## src/rtl/fir_pkg.sv

```systemverilog
// Shared widths, payload types and CSA-tree sizing helpers for the FIR multiplier.
package fir_pkg;

   localparam int unsigned DATA_W = 8;
   localparam int unsigned PROD_W = 2 * DATA_W;

   typedef logic [DATA_W-1:0] sample_t;
   typedef logic [DATA_W-1:0] coeff_t;
   typedef logic [PROD_W-1:0] prod_t;

   // Rows left after one 3:2 level: each full triple becomes two rows, leftovers pass through.
   function automatic int unsigned csa_next(input int unsigned n);
      return (n > 2) ? (2 * (n / 3) + (n % 3)) : n;
   endfunction

   function automatic int unsigned csa_rows(input int unsigned n, input int unsigned lvl);
      int unsigned m;
      m = n;
      for (int unsigned i = 0; i < lvl; i++) m = csa_next(m);
      return m;
   endfunction

   function automatic int unsigned csa_levels(input int unsigned n);
      int unsigned m;
      int unsigned l;
      m = n;
      l = 0;
      for (int unsigned i = 0; i < 32; i++) begin
         if (m > 2) begin
            m = csa_next(m);
            l = l + 1;
         end
      end
      return l;
   endfunction

endpackage

```

## src/rtl/cla_adder.sv

```systemverilog
// Carry-lookahead adder: 4-bit lookahead groups linked by a group-carry chain.
module cla_adder #(
   parameter int unsigned W = 16
) (
   input  logic [W-1:0] i_a,
   input  logic [W-1:0] i_b,
   input  logic         i_cin,
   output logic [W-1:0] o_sum,
   output logic         o_cout
);

   localparam int unsigned NG = (W + 3) / 4;

   logic [W-1:0] w_p;
   logic [W-1:0] w_g;
   logic [NG:0]  w_gc;

   assign w_p     = i_a ^ i_b;
   assign w_g     = i_a & i_b;
   assign w_gc[0] = i_cin;

   for (genvar gi = 0; gi < NG; gi++) begin : g_grp
      localparam int unsigned LO = 4 * gi;
      localparam int unsigned NB = ((W - LO) < 4) ? (W - LO) : 4;

      // w_pre_*[k] spans bits LO..LO+k-1 of the group, so bit k's carry needs only the group carry-in.
      logic [NB-1:0] w_pre_g;
      logic [NB-1:0] w_pre_p;
      logic          w_grp_g;
      logic          w_grp_p;

      always_comb begin
         logic v_g;
         logic v_p;
         v_g     = 1'b0;
         v_p     = 1'b1;
         w_pre_g = '0;
         w_pre_p = '0;
         for (int unsigned k = 0; k < NB; k++) begin
            w_pre_g[k] = v_g;
            w_pre_p[k] = v_p;
            v_g = w_g[LO+k] | (w_p[LO+k] & v_g);
            v_p = w_p[LO+k] & v_p;
         end
         w_grp_g = v_g;
         w_grp_p = v_p;
      end

      for (genvar k = 0; k < NB; k++) begin : g_bit
         assign o_sum[LO+k] = w_p[LO+k] ^ (w_pre_g[k] | (w_pre_p[k] & w_gc[gi]));
      end

      assign w_gc[gi+1] = w_grp_g | (w_grp_p & w_gc[gi]);
   end

   assign o_cout = w_gc[NG];

endmodule

```

## src/rtl/fir_mult.sv

```systemverilog
// Two-stage pipelined tap multiplier: partial products + CSA tree, then CLA final add.
// Define FIR_MULT_SIGNED_EN for two's-complement operands (Baugh-Wooley sign handling).
module fir_mult
   import fir_pkg::*;
#(
   parameter int unsigned WIDTH = DATA_W
) (
   input  logic               clk,
   input  logic               rst_n,
   input  logic               in_valid,
   input  logic [WIDTH-1:0]   sample,
   input  logic [WIDTH-1:0]   coeff,
   output logic               out_valid,
   output logic [2*WIDTH-1:0] mult_out
);

   localparam int unsigned PW = 2 * WIDTH;
`ifdef FIR_MULT_SIGNED_EN
   localparam int unsigned NPP = WIDTH + 1;
`else
   localparam int unsigned NPP = WIDTH;
`endif
   localparam int unsigned NLVL  = csa_levels(NPP);
   localparam int unsigned NLAST = csa_rows(NPP, NLVL);

   logic [PW-1:0] w_pp [NPP];
   logic [PW-1:0] w_csa_sum;
   logic [PW-1:0] w_csa_carry;
   logic [PW-1:0] w_cla_sum;
   logic          w_unused_cout;

   logic [PW-1:0] r_s1_sum;
   logic [PW-1:0] r_s1_carry;
   logic          r_s1_valid;
   logic [PW-1:0] r_mult_out;
   logic          r_out_valid;

`ifdef FIR_MULT_SIGNED_EN
   // Baugh-Wooley: invert terms pairing exactly one sign bit, then add 2^W + 2^(2W-1).
   always_comb begin
      logic [PW-1:0] v_row;
      v_row = '0;
      w_pp  = '{default: '0};
      for (int unsigned i = 0; i < WIDTH; i++) begin
         v_row = '0;
         for (int unsigned j = 0; j < WIDTH; j++) begin
            v_row[j] = (sample[j] & coeff[i]) ^ ((i == WIDTH - 1) != (j == WIDTH - 1));
         end
         w_pp[i] = v_row << i;
      end
      w_pp[WIDTH] = (PW'(1) << WIDTH) | (PW'(1) << (PW - 1));
   end
`else
   always_comb begin
      w_pp = '{default: '0};
      for (int unsigned i = 0; i < WIDTH; i++) begin
         w_pp[i] = coeff[i] ? (PW'(sample) << i) : '0;
      end
   end
`endif

   // Carry-save tree: every level folds row triples into sum/carry pairs until two rows remain.
   for (genvar l = 0; l <= NLVL; l++) begin : g_lvl
      localparam int unsigned N = csa_rows(NPP, l);
      logic [PW-1:0] w_row [N];

      if (l == 0) begin : g_src
         for (genvar k = 0; k < N; k++) begin : g_cp
            assign w_row[k] = w_pp[k];
         end
      end else begin : g_csa
         localparam int unsigned NP = csa_rows(NPP, l - 1);
         localparam int unsigned NT = NP / 3;
         for (genvar k = 0; k < NT; k++) begin : g_fa
            assign w_row[2*k] = g_lvl[l-1].w_row[3*k] ^ g_lvl[l-1].w_row[3*k+1]
                              ^ g_lvl[l-1].w_row[3*k+2];
            assign w_row[2*k+1] = ((g_lvl[l-1].w_row[3*k]   & g_lvl[l-1].w_row[3*k+1])
                                 | (g_lvl[l-1].w_row[3*k]   & g_lvl[l-1].w_row[3*k+2])
                                 | (g_lvl[l-1].w_row[3*k+1] & g_lvl[l-1].w_row[3*k+2])) << 1;
         end
         for (genvar k = 3 * NT; k < NP; k++) begin : g_pass
            assign w_row[2*NT+k-3*NT] = g_lvl[l-1].w_row[k];
         end
      end
   end

   assign w_csa_sum = g_lvl[NLVL].w_row[0];
   if (NLAST >= 2) begin : g_two_rows
      assign w_csa_carry = g_lvl[NLVL].w_row[1];
   end else begin : g_one_row
      assign w_csa_carry = '0;
   end

   // Final add; the product always fits PW bits so the carry-out is discarded.
   cla_adder #(
      .W (PW)
   ) u_cla (
      .i_a    (r_s1_sum),
      .i_b    (r_s1_carry),
      .i_cin  (1'b0),
      .o_sum  (w_cla_sum),
      .o_cout (w_unused_cout)
   );

   // Stages load every cycle; only the valid bit marks which results matter.
   always_ff @(posedge clk) begin
      if (!rst_n) begin
         r_s1_sum    <= '0;
         r_s1_carry  <= '0;
         r_s1_valid  <= 1'b0;
         r_mult_out  <= '0;
         r_out_valid <= 1'b0;
      end else begin
         r_s1_sum    <= w_csa_sum;
         r_s1_carry  <= w_csa_carry;
         r_s1_valid  <= in_valid;
         r_mult_out  <= w_cla_sum;
         r_out_valid <= r_s1_valid;
      end
   end

   assign mult_out  = r_mult_out;
   assign out_valid = r_out_valid;

endmodule

```

## config.mk

```make
export PLATFORM = sky130hd
export DESIGN_NAME = fir_mult
export DESIGN_NICKNAME = d
export VERILOG_FILES = /design/src/rtl/fir_pkg.sv /design/src/rtl/cla_adder.sv /design/src/rtl/fir_mult.sv
export SDC_FILE = /design/constraint.sdc
export NUM_CORES = 1
export LEC_CHECK = 0
export CAP_MARGIN = 40
export CORE_ASPECT_RATIO = 1.1
export CORE_MARGIN = 3
export CORE_UTILIZATION = 50
export CTS_BUF_LIST = sky130_fd_sc_hd__clkbuf_8 sky130_fd_sc_hd__clkbuf_16
export DETAILED_ROUTE_END_ITERATION = 12
export PLACE_DENSITY = 0.71
export RECOVER_POWER = 50
export SYNTH_ARGS = -nofsm -noshare
export SYNTH_HDL_FRONTEND = slang
export SYNTH_SLANG_ARGS = --single-unit
```

## constraint.sdc

```tcl
create_clock -name clk -period 3.8 [get_ports clk]
set_input_delay 0.57 -clock clk [delete_from_list [all_inputs] [get_ports clk]]
set_output_delay 0.57 -clock clk [all_outputs]
set_load 0.02 [all_outputs]
```

==> impl_metrics.json <==
{
  "crit_fanout": 8,
  "clock_skew_ns": 0.00739,
  "cts_tree": "built",
  "synth_area_um2": 2940,
  "worstSetupEndpoint": "r_s1_sum[9]$_SDFF_PN0_",
  "root_buffer": "clkbuf_8",
  "grt-ovfl-total": 0,
  "drc": 0,
  "dp_hpwl_mm": 3.98,
  "relSlewSlack": 0.401,
  "ios": 36,
  "status": "finished clean",
  "yosysSeqAreaShare": 0.300,
  "worst_slew_pin_slew_ns": 0.899,
  "holdWs_ns": 0.439,
  "r2r_setup_slack_ns": 1.29,
  "clock.fmax_mhz": 300,
  "min_path_type": "register to register",
  "antenna_left": 0,
  "min_period_over_period": 0.876,
  "gr-usage-all-layers": 0.160,
  "final.setup.worst_slack_ns": 0.472,
  "wl_mm": 4.76,
  "cp-start-kind": "input pin",
  "drive_gt1_frac": 0.0401,
  "synth.avg_cell_area_um2": 10.3,
  "hold_viol": 0,
  "die_h_um": 86.4,
  "htreeDepth": 2,
  "clk_pin_slew_ns": 0.08,
  "synth_cell_types": 32,
  "cp-end-kind": "register",
  "ir_worst_vdd_mv": 0.193,
  "drv_slew": 0,
  "crit_type": "input pin to register",
  "worst_ep_arrival_time_ns": 3.52,
  "antenna_cells": 0,
  "power_density_nw_per_um2": 417,
  "max_cap_violations": 0,
  "start_util": 0.531,
  "cts-resized-gates": 0,
  "synthesis.instances": 285,
  "cts_buffers": 5,
  "gp_congestion": 0.866,
  "grt_pass1_wl_mm": 8.76,
  "die_w_um": 79.1,
  "place_ws_ns": 0.137,
  "cts_setup_buffers": 0,
  "yosys_warnings": 0,
  "startpoint": "sample[4]",
  "r2r-start": "r_s1_sum[5]$_SDFF_PN0_",
  "reg2reg_to": "mult_out[12]$_SDFF_PN0_",
  "grt_max_degree": 31,
  "layout_commonest_cell": "and2_1",
  "rsz0062_at_grt": "false",
  "via_count": 1925,
  "synth.net_count": 369,
  "worstPathRequired_ns": 3.99,
  "port-buffer-count": 35,
  "syn_to_final_growth_pct": 18.7,
  "vias_per_cell": 4.82,
  "fin_crit_ns": 3.33,
  "grt_pass1_vias": 2032,
  "final.setup.tns_ns": 0,
  "firstDrtPassIters": 4,
  "reg2reg_depth": 8,
  "dp.cells": 391,
  "antenna_found_initial": 0,
  "die_area_um2": 6840,
  "cts.path.max_buffers": 2,
  "layout.nets": 407,
  "rows": 28,
  "ys_seq_elements": 44,
  "drtIter0Drc": 40,
  "leakage_nw": 1.63,
  "final_cells": 399,
  "wl_per_cell_um": 11.9,
  "insertion_delay_ns": 0.29,
  "cts-hold-fix-buffers": 0,
  "setup_viol_count_final": 0,
  "clock_sinks": 44,
  "mostFrequentLayoutCells": "and2_1, dfxtp_1, fa_1",
  "core_area_um2": 5540
}
## state kept, by name, indices dropped and copies added, names as in the netlist
register / count
r_s1_valid: 1
r_s1_sum: 15
out_valid: 1
r_s1_carry: 11
mult_out: 16
## layer usage
layer	vias up	track usage	wire [µm]
met5	-	0	0
met2	46	0.276	2230
met4	0	0.0484	69
met3	6	0.0239	201
met1	920	0.207	2260
li1	953	-	-
## critical path, stage by stage
cell and delay, ns:
clkdlybuf4s50_1 0.65, nand2_1 0.13, fa_1 0.52, fa_1 0.51, fa_1 0.50, inv_1 0.05
fa_1 0.42, and2_1 0.16
## where the power goes
group	total (W)	internal, W	switching (W)
registers	0.000576	0.000548	0.0000280
logic	0.000528	0.000248	0.000280
clock network	0.000351	0.000198	0.000153
## worst min-delay path by stage
stage                                         to  cells after the start  slack [ns]                   start
after floorplan           mult_out[0]$_SDFF_PN0_                      1        0.41  r_s1_sum[0]$_SDFF_PN0_
after global placement    mult_out[4]$_SDFF_PN0_                      1        0.42  r_s1_sum[4]$_SDFF_PN0_
after detailed placement  mult_out[2]$_SDFF_PN0_                      1        0.42  r_s1_sum[2]$_SDFF_PN0_
after CTS                 mult_out[2]$_SDFF_PN0_                      1        0.44  r_s1_sum[2]$_SDFF_PN0_
after global routing        out_valid$_SDFF_PN0_                      1        0.46   r_s1_valid$_SDFF_PN0_
final                     mult_out[1]$_SDFF_PN0_                      1        0.44  r_s1_sum[1]$_SDFF_PN0_
## area by class of cell
| type | instances | area (µm²) |
|---|---|---|
| inverters | 29 | 109 |
| well taps | 75 | 93.8 |
| clock buffers | 5 | 68.8 |
| fillers | 504 | 2050 |
| repair buffers | 38 | 369 |
| multi-input cells | 205 | 1920 |
| flip-flops and latches | 44 | 881 |
| clock inverters | 3 | 46.3 |
## stage by stage
stage,area [µm²],utilization,power (W)
finish,3490,0.630,0.00145
global route,3490,0.630,0.00160
CTS,3490,0.631,0.00150
detailed placement,3380,0.610,0.00114
global placement,3380,0.610,0.00112
floorplan,2940,-,0.000954
## kinds of logic (layout without fill, tap and decap cells)
group                    count (synthesis)  after routing  share of synthesized area
AO/OA/AOI/OAI                           13             13                     0.0294
XOR/XNOR                                 2              2                    0.00596
adder cells (fa/ha/maj)                 65             65                      0.384
buffers and inverters                   36             75                     0.0464
flip-flops                              44             44                      0.300
multiplexers                             1              1                    0.00341
AND/OR/NAND/NOR                        124            124                      0.231
## cells in the mapped netlist
master | count | area share
and2_1 | 66 | 0.14
dfxtp_1 | 44 | 0.30
fa_1 | 42 | 0.29
nand2_1 | 38 | 0.049
inv_1 | 29 | 0.037
ha_1 | 23 | 0.098
clkbuf_1 | 6 | 0.0077
nor2_1 | 5 | 0.0064
o21ai_0 | 5 | 0.0085
nand2b_1 | 3 | 0.0064
a21oi_1 | 2 | 0.0034
nor3_1 | 2 | 0.0034
a211oi_1 | 1 | 0.0026
a211oi_2 | 1 | 0.0043
and3_1 | 1 | 0.0021
and3b_1 | 1 | 0.0030
buf_2 | 1 | 0.0017
mux2i_1 | 1 | 0.0034
nand3_1 | 1 | 0.0017
nand3_2 | 1 | 0.0034
nand3b_1 | 1 | 0.0026
nor2b_1 | 1 | 0.0021
nor4_1 | 1 | 0.0021
nor4b_1 | 1 | 0.0030
o211ai_2 | 1 | 0.0043
o21ai_1 | 1 | 0.0017
o22ai_1 | 1 | 0.0021
o31ai_1 | 1 | 0.0026
or2b_1 | 1 | 0.0026
or4b_1 | 1 | 0.0034
xnor2_1 | 1 | 0.0030
xor2_1 | 1 | 0.0030
Power figures use the tool's default switching activity.
